[config.mk]
export PLATFORM = sky130hd
export DESIGN_NAME = fetch_queue
export DESIGN_NICKNAME = d
export VERILOG_FILES = /design/src/rtl/fetch_queue.sv
export SDC_FILE = /design/constraint.sdc
export NUM_CORES = 1
export LEC_CHECK = 0
export ABC_AREA = 1
export BUFFER_PORTS_ARGS = -buffer_cell sky130_fd_sc_hd__buf_4
export CORE_ASPECT_RATIO = 1.2
export CORE_MARGIN = 2
export CORE_UTILIZATION = 45
export DETAILED_ROUTE_END_ITERATION = 10
export PLACE_DENSITY = 0.67
export SYNTH_ARGS = -nofsm -noshare
export SYNTH_HDL_FRONTEND = slang
export SYNTH_SLANG_ARGS = --single-unit
[constraint.sdc]
create_clock -name clk -period 3.2 [get_ports clk]
set_clock_uncertainty 0.2 [all_clocks]
set_input_delay 0.64 -clock clk [delete_from_list [all_inputs] [get_ports clk]]
set_output_delay 0.64 -clock clk [all_outputs]
set_load 0.005 [all_outputs]
[src/rtl/fetch_queue.sv]
`default_nettype none
// +----------------------------------------------------------------------------+
// | Module      : fetch_queue                                                  |
// | Description : Instruction fetch unit with in-order response queue,         |
// |               slot reservation, redirect flush and halt.                   |
// | Revision    : 1.0                                                          |
// +----------------------------------------------------------------------------+
module fetch_queue #(
    parameter int                DATA_W   = 16,
    parameter int                ADDR_W   = 16,
    parameter int                DEPTH    = 4,
    parameter logic [ADDR_W-1:0] RESET_PC = '0,
    parameter int                INC      = 2
) (
    input  logic                     clk,
    input  logic                     rst,
    output logic                     imem_req,
    output logic [ADDR_W-1:0]        imem_addr,
    input  logic                     imem_gnt,
    input  logic                     imem_rvalid,
    input  logic [DATA_W-1:0]        imem_rdata,
    output logic                     dec_valid,
    output logic [DATA_W-1:0]        dec_instr,
    output logic [ADDR_W-1:0]        dec_pc,
    output logic [ADDR_W-1:0]        dec_pc2,
    input  logic                     dec_ready,
    input  logic                     redirect,
    input  logic [ADDR_W-1:0]        redirect_pc,
    input  logic                     halt,
    output logic [$clog2(DEPTH):0]   count
);

    localparam int                  c_PTR_W = $clog2(DEPTH);
    localparam int                  c_CNT_W = c_PTR_W + 1;
    localparam logic [ADDR_W-1:0]   c_INC   = ADDR_W'(INC);
    localparam logic [c_CNT_W:0]    c_DEPTH = (c_CNT_W + 1)'(DEPTH);

    logic [ADDR_W-1:0]  r_fpc;
    logic [ADDR_W-1:0]  r_rpc;
    logic [c_PTR_W-1:0] r_rd_ptr;
    logic [c_PTR_W-1:0] r_wr_ptr;
    logic [c_CNT_W-1:0] r_count;
    logic [c_CNT_W-1:0] r_out_cnt;
    logic [c_CNT_W-1:0] r_drop_cnt;
    logic [DATA_W-1:0]  r_mem_instr [DEPTH];
    logic [ADDR_W-1:0]  r_mem_pc    [DEPTH];

    logic [c_CNT_W:0]   w_occ;
    logic               w_grant;
    logic               w_rsp;
    logic               w_push;
    logic               w_pop;

    // Queued plus in-flight entries never exceed DEPTH, so every response has a slot.
    assign w_occ     = {1'b0, r_count} + {1'b0, r_out_cnt};
    assign imem_req  = rst & ~halt & ~redirect & (w_occ < c_DEPTH);
    assign imem_addr = r_fpc;
    assign w_grant   = imem_req & imem_gnt;
    assign w_rsp     = imem_rvalid & (r_out_cnt != '0);
    assign w_push    = w_rsp & (r_drop_cnt == '0) & ~redirect;

    assign dec_valid = rst & (r_count != '0);
    assign w_pop     = dec_valid & dec_ready & ~redirect;
    assign dec_instr = r_mem_instr[r_rd_ptr];
    assign dec_pc    = r_mem_pc[r_rd_ptr];
    assign dec_pc2   = dec_pc + c_INC;
    assign count     = r_count;

    always_ff @(posedge clk) begin
        if (!rst) begin
            r_fpc      <= RESET_PC;
            r_rpc      <= RESET_PC;
            r_rd_ptr   <= '0;
            r_wr_ptr   <= '0;
            r_count    <= '0;
            r_out_cnt  <= '0;
            r_drop_cnt <= '0;
        end else if (redirect) begin
            // Everything still in flight becomes stale; a response landing now is consumed.
            r_fpc      <= redirect_pc;
            r_rpc      <= redirect_pc;
            r_rd_ptr   <= '0;
            r_wr_ptr   <= '0;
            r_count    <= '0;
            r_out_cnt  <= r_out_cnt - c_CNT_W'(w_rsp);
            r_drop_cnt <= r_out_cnt - c_CNT_W'(w_rsp);
        end else begin
            if (w_grant) begin
                r_fpc <= r_fpc + c_INC;
            end
            r_out_cnt <= r_out_cnt + c_CNT_W'(w_grant) - c_CNT_W'(w_rsp);
            if (w_rsp && (r_drop_cnt != '0)) begin
                r_drop_cnt <= r_drop_cnt - c_CNT_W'(1);
            end
            if (w_push) begin
                r_rpc    <= r_rpc + c_INC;
                r_wr_ptr <= r_wr_ptr + c_PTR_W'(1);
            end
            if (w_pop) begin
                r_rd_ptr <= r_rd_ptr + c_PTR_W'(1);
            end
            r_count <= r_count + c_CNT_W'(w_push) - c_CNT_W'(w_pop);
        end
    end

    always_ff @(posedge clk) begin
        if (rst && w_push) begin
            r_mem_instr[r_wr_ptr] <= imem_rdata;
            r_mem_pc[r_wr_ptr]    <= r_rpc;
        end
    end

endmodule
`default_nettype wire

==> impl_metrics.toml <==
[sta]
setup_slack_ps = 207.2
slew_violations = 0
fin_worst_hold_slack_ps = 207.5
max_freq_mhz = 334.1
totalNegativeSetupSlack_ps = 0
max-slew-margin-rel_pct = 66.60
total_setup_violations_reported_at_the_end_of_the_flow = 0
finalHoldViolCount = 0
finalCriticalPeriod_ps = 2993
worst-slew-pin-transition_ps = 497.2
min_period_over_period_pct = 93.52

[global_route]
global_route.overflow_total = 0
grt_pass1_vias = 6059
initial_antenna_violation_count = 0
grt_max_degree = 34
grt_usage_pct = 19.73
grt_first_pass_wirelength_um = 29870

[clocking]
clk_pin_slew_worst_paths_ps = 70
cts_tree = "yes"
ctsHoldBuffers = 0
clockRootBuffer = "sky130_fd_sc_hd__clkbuf_16"
clock_sink_count = 175
h-tree-depth = 4
worst_skew_pair.late_latency_ps = 430
number_of_clock_buffers_inserted_by_tritoncts = 17
clock_tree.buffer_depth = 2

[die]
floorplan.io_pins = 108
die_height_um = 152
floorplan.rows = 54
die_w_um = 127.3
design.die.area_mm2 = 0.01935
fp.coreArea_mm2 = 0.01804
initial_core_util_pct = 45.53

[synthesis]
synth_warnings = 0
post_synth_main_area_contributors = "sky130_fd_sc_hd__edfxtp_1 47%, sky130_fd_sc_hd__dfxtp_1 11%, sky130_fd_sc_hd__nand2_1 10%"
avgSynthCellArea_um2 = 9.157
synth_top_cell_by_area = "sky130_fd_sc_hd__edfxtp_1"
synthesis.instances = 897
synth.top_cells.by_count = "227 x sky130_fd_sc_hd__nand2_1, 128 x sky130_fd_sc_hd__edfxtp_1, 118 x sky130_fd_sc_hd__nor2_1, 73 x sky130_fd_sc_hd__o21ai_0, 65 x sky130_fd_sc_hd__inv_1"
synth_most_common_cell = "sky130_fd_sc_hd__nand2_1"
synth.cell_area_mm2 = 0.008214
syn-num-nets = 955
synthArstFlopShare_pct = 0
synth_seq_cells = 175
yosysTopAreaCellShare_pct = 46.79
yosys_most_used_dff = "sky130_fd_sc_hd__edfxtp_1"
synth_edf_count = 128
synth_cell_types = 35
synth_seq_area_share_pct = 58.25

[worst_setup_path]
worst_r2r_startpoint = "r_out_cnt[2]$_SDFF_PN0_"
rr_worst_depth = 12
critical_path_class = "reg2out"
critPathMaxStageDelay_ps = 370
crit_path_top_delay_cell = "sky130_fd_sc_hd__dfxtp_4"
critical_path_peak_fanout = 19
crit_path_end = "dec_pc2[12]"
start_kind = "register"
crit_path_cell_trace = "inv_6 > buf_6 > nand2_1 > nand3_1 > nand2_1 > inv_2 > nand2_2 > nor2_2 > nand3_1 > nand2_1 > nand2_1 > buf_4"
worst_setup_path_end_kind = "output port"
critPathMostFrequentCell = "sky130_fd_sc_hd__nand2_1"
ff2ff_setup_slack_ps = 410
worst_ep_arrival_time_ps = 2150
reg2reg_to = "r_out_cnt[2]$_SDFF_PN0_"
worst_ep_required_time_ps = 2360

[route]
detailroute.via_count = 6485
drt_wl_total_um = 18540
routed-wl-met3_um = 990
drt_iter0_drc = 441
wl_met2_um = 9222
drt_pre_antenna_iters = 5
remaining_drc_errors = 0
avgRoutedWirePerCell_um = 14.83
detail_route.vias_per_cell = 5.188
detail_route.wirelength.met1_um = 7941
route.top_layer_used = "met4"
final_antenna_net_count = 0

[place]
place_hpwl_um = 12430
placed_cells_incl_taps = 1214
numPortBuffers = 107
gp_congestion = 0.9016
pre_cts_ws_ps = 317.1

[power_and_ir_drop]
vdd.ir_drop.worst_v = 0.0003786
power.density_mw_per_mm2 = 526.7
power.leakage_nw = 4.040

[cells_and_area]
sequential_cell_area_mm2 = 0.004790
area_used_by_multi_input_combinational_logic_mm2 = 0.003019
n_fill_cell = 1573
final_core_utilization_pct = 55.64
layout.nets = 1071
final_cells = 1250
area_grow_syn2layout_pct = 22.19
diodes = 0
final_layout_size_suffix_gt1_share_pct = 19.49

[min_path]
min-delay-path-class = "in2reg"

[outcome]
status = "finished clean"

[job]
cap_violations = 0
-- through the flow --
stage	area, µm²	power [W]
2_1_floorplan	8214	0.003060
3_3_place_gp	9344	0.003313
3_5_place_dp	9344	0.003334
4_1_cts	9962	0.005320
5_1_grt	10040	0.005543
6_report	10040	0.005287
-- how the worst min path moves through the flow --
stage	startpoint	endpoint	slack [ps]	cells after the start
2_1_floorplan	r_rd_ptr[1]$_SDFFE_PP0P_	register	240	2
3_3_place_gp	imem_addr[0]$_SDFFE_PN0P_	imem_addr[0]$_SDFFE_PN0P_	240	2
3_5_place_dp	imem_addr[0]$_SDFFE_PN0P_	imem_addr[0]$_SDFFE_PN0P_	250	2
4_1_cts	imem_rdata[14]	r_mem_instr[0][14]$_DFFE_PP_	190	1
5_1_grt	imem_rdata[13]	r_mem_instr[0][13]$_DFFE_PP_	180	1
6_report	imem_rdata[14]	r_mem_instr[0][14]$_DFFE_PP_	210	1
-- cells in the final DEF, fill, tap and decap left out, types with 3 or more instances in the layout --
| master | netlist | layout |
|---|---|---|
| sky130_fd_sc_hd__nand2_1 | 227 | 225 |
| sky130_fd_sc_hd__edfxtp_1 | 128 | 128 |
| sky130_fd_sc_hd__buf_4 | 5 | 121 |
| sky130_fd_sc_hd__nor2_1 | 118 | 113 |
| sky130_fd_sc_hd__o21ai_0 | 73 | 73 |
| sky130_fd_sc_hd__inv_1 | 65 | 64 |
| sky130_fd_sc_hd__nand3_1 | 61 | 61 |
| sky130_fd_sc_hd__dfxtp_1 | 47 | 45 |
| sky130_fd_sc_hd__a21oi_1 | 33 | 33 |
| sky130_fd_sc_hd__clkbuf_16 | 0 | 18 |
| sky130_fd_sc_hd__o22ai_1 | 17 | 17 |
| sky130_fd_sc_hd__ha_1 | 17 | 16 |
| sky130_fd_sc_hd__xor2_1 | 13 | 13 |
| sky130_fd_sc_hd__nand4_1 | 12 | 12 |
| sky130_fd_sc_hd__nor2_2 | 6 | 11 |
| sky130_fd_sc_hd__nand2_2 | 6 | 8 |
| sky130_fd_sc_hd__nor3_1 | 7 | 7 |
| sky130_fd_sc_hd__inv_6 | 0 | 6 |
| sky130_fd_sc_hd__buf_12 | 0 | 6 |
| sky130_fd_sc_hd__inv_2 | 6 | 5 |
| sky130_fd_sc_hd__o21ai_1 | 5 | 5 |
| sky130_fd_sc_hd__or2_2 | 4 | 4 |
| sky130_fd_sc_hd__nor2_4 | 3 | 3 |
| sky130_fd_sc_hd__clkinvlp_4 | 0 | 3 |
| sky130_fd_sc_hd__inv_8 | 0 | 3 |
-- timing repair --
item	4_1_cts	5_1_grt
gates cloned	1	1
pin swaps	1	1
gates resized for setup	4	11
buffers inserted	0	2
setup endpoints to repair	3	10
-- layout make-up --
cell class	count	share of cell area, %
tap	224	2.792
inverter	72	2.767
sequential	175	47.72
timing repair buffer	130	10.93
clock inverter	15	1.471
clock buffer	17	4.238
multi-input combinational	617	30.08
-- registers in the layout (all words and copies together), names as in the netlist, named ones only --
name and cells:
count 3, imem_addr 16, r_drop_cnt 3, r_mem_instr 64
r_mem_pc 64, r_out_cnt 3, r_rd_ptr 2, r_rpc 16
r_wr_ptr 2
-- report_power, final --
part	internal [W]	switching [W]	total, W
clock network	0.00110	0.000906	0.00200
registers	0.00253	0.0000973	0.00263
logic	0.000282	0.000378	0.000660
total	0.00391	0.00138	0.00529
-- cells by family after synthesis --
logic type	Yosys count	synth area share (%)
DFF	175	58.25
and+or+nand+nor	449	23.11
xor gates and xnor gates	15	1.599
adders and majority gates	19	3.077
AOI/OAI and AO/OA	134	8.606
buffers and inverters	105	5.362
-- layer usage --
metal,GRT usage [%],vias to the layer above
li1,-,3254
met1,24.70,3015
met2,33.46,185
met3,3.592,31
met4,8.373,0
met5,0,-
-- critical path: cells and delay by family (launching register included) --
family	cells	cell delay, ps
and+or+nand+nor	8	770
DFF	1	370
buffers and inverters	4	580
Power figures use the tool's default switching activity.
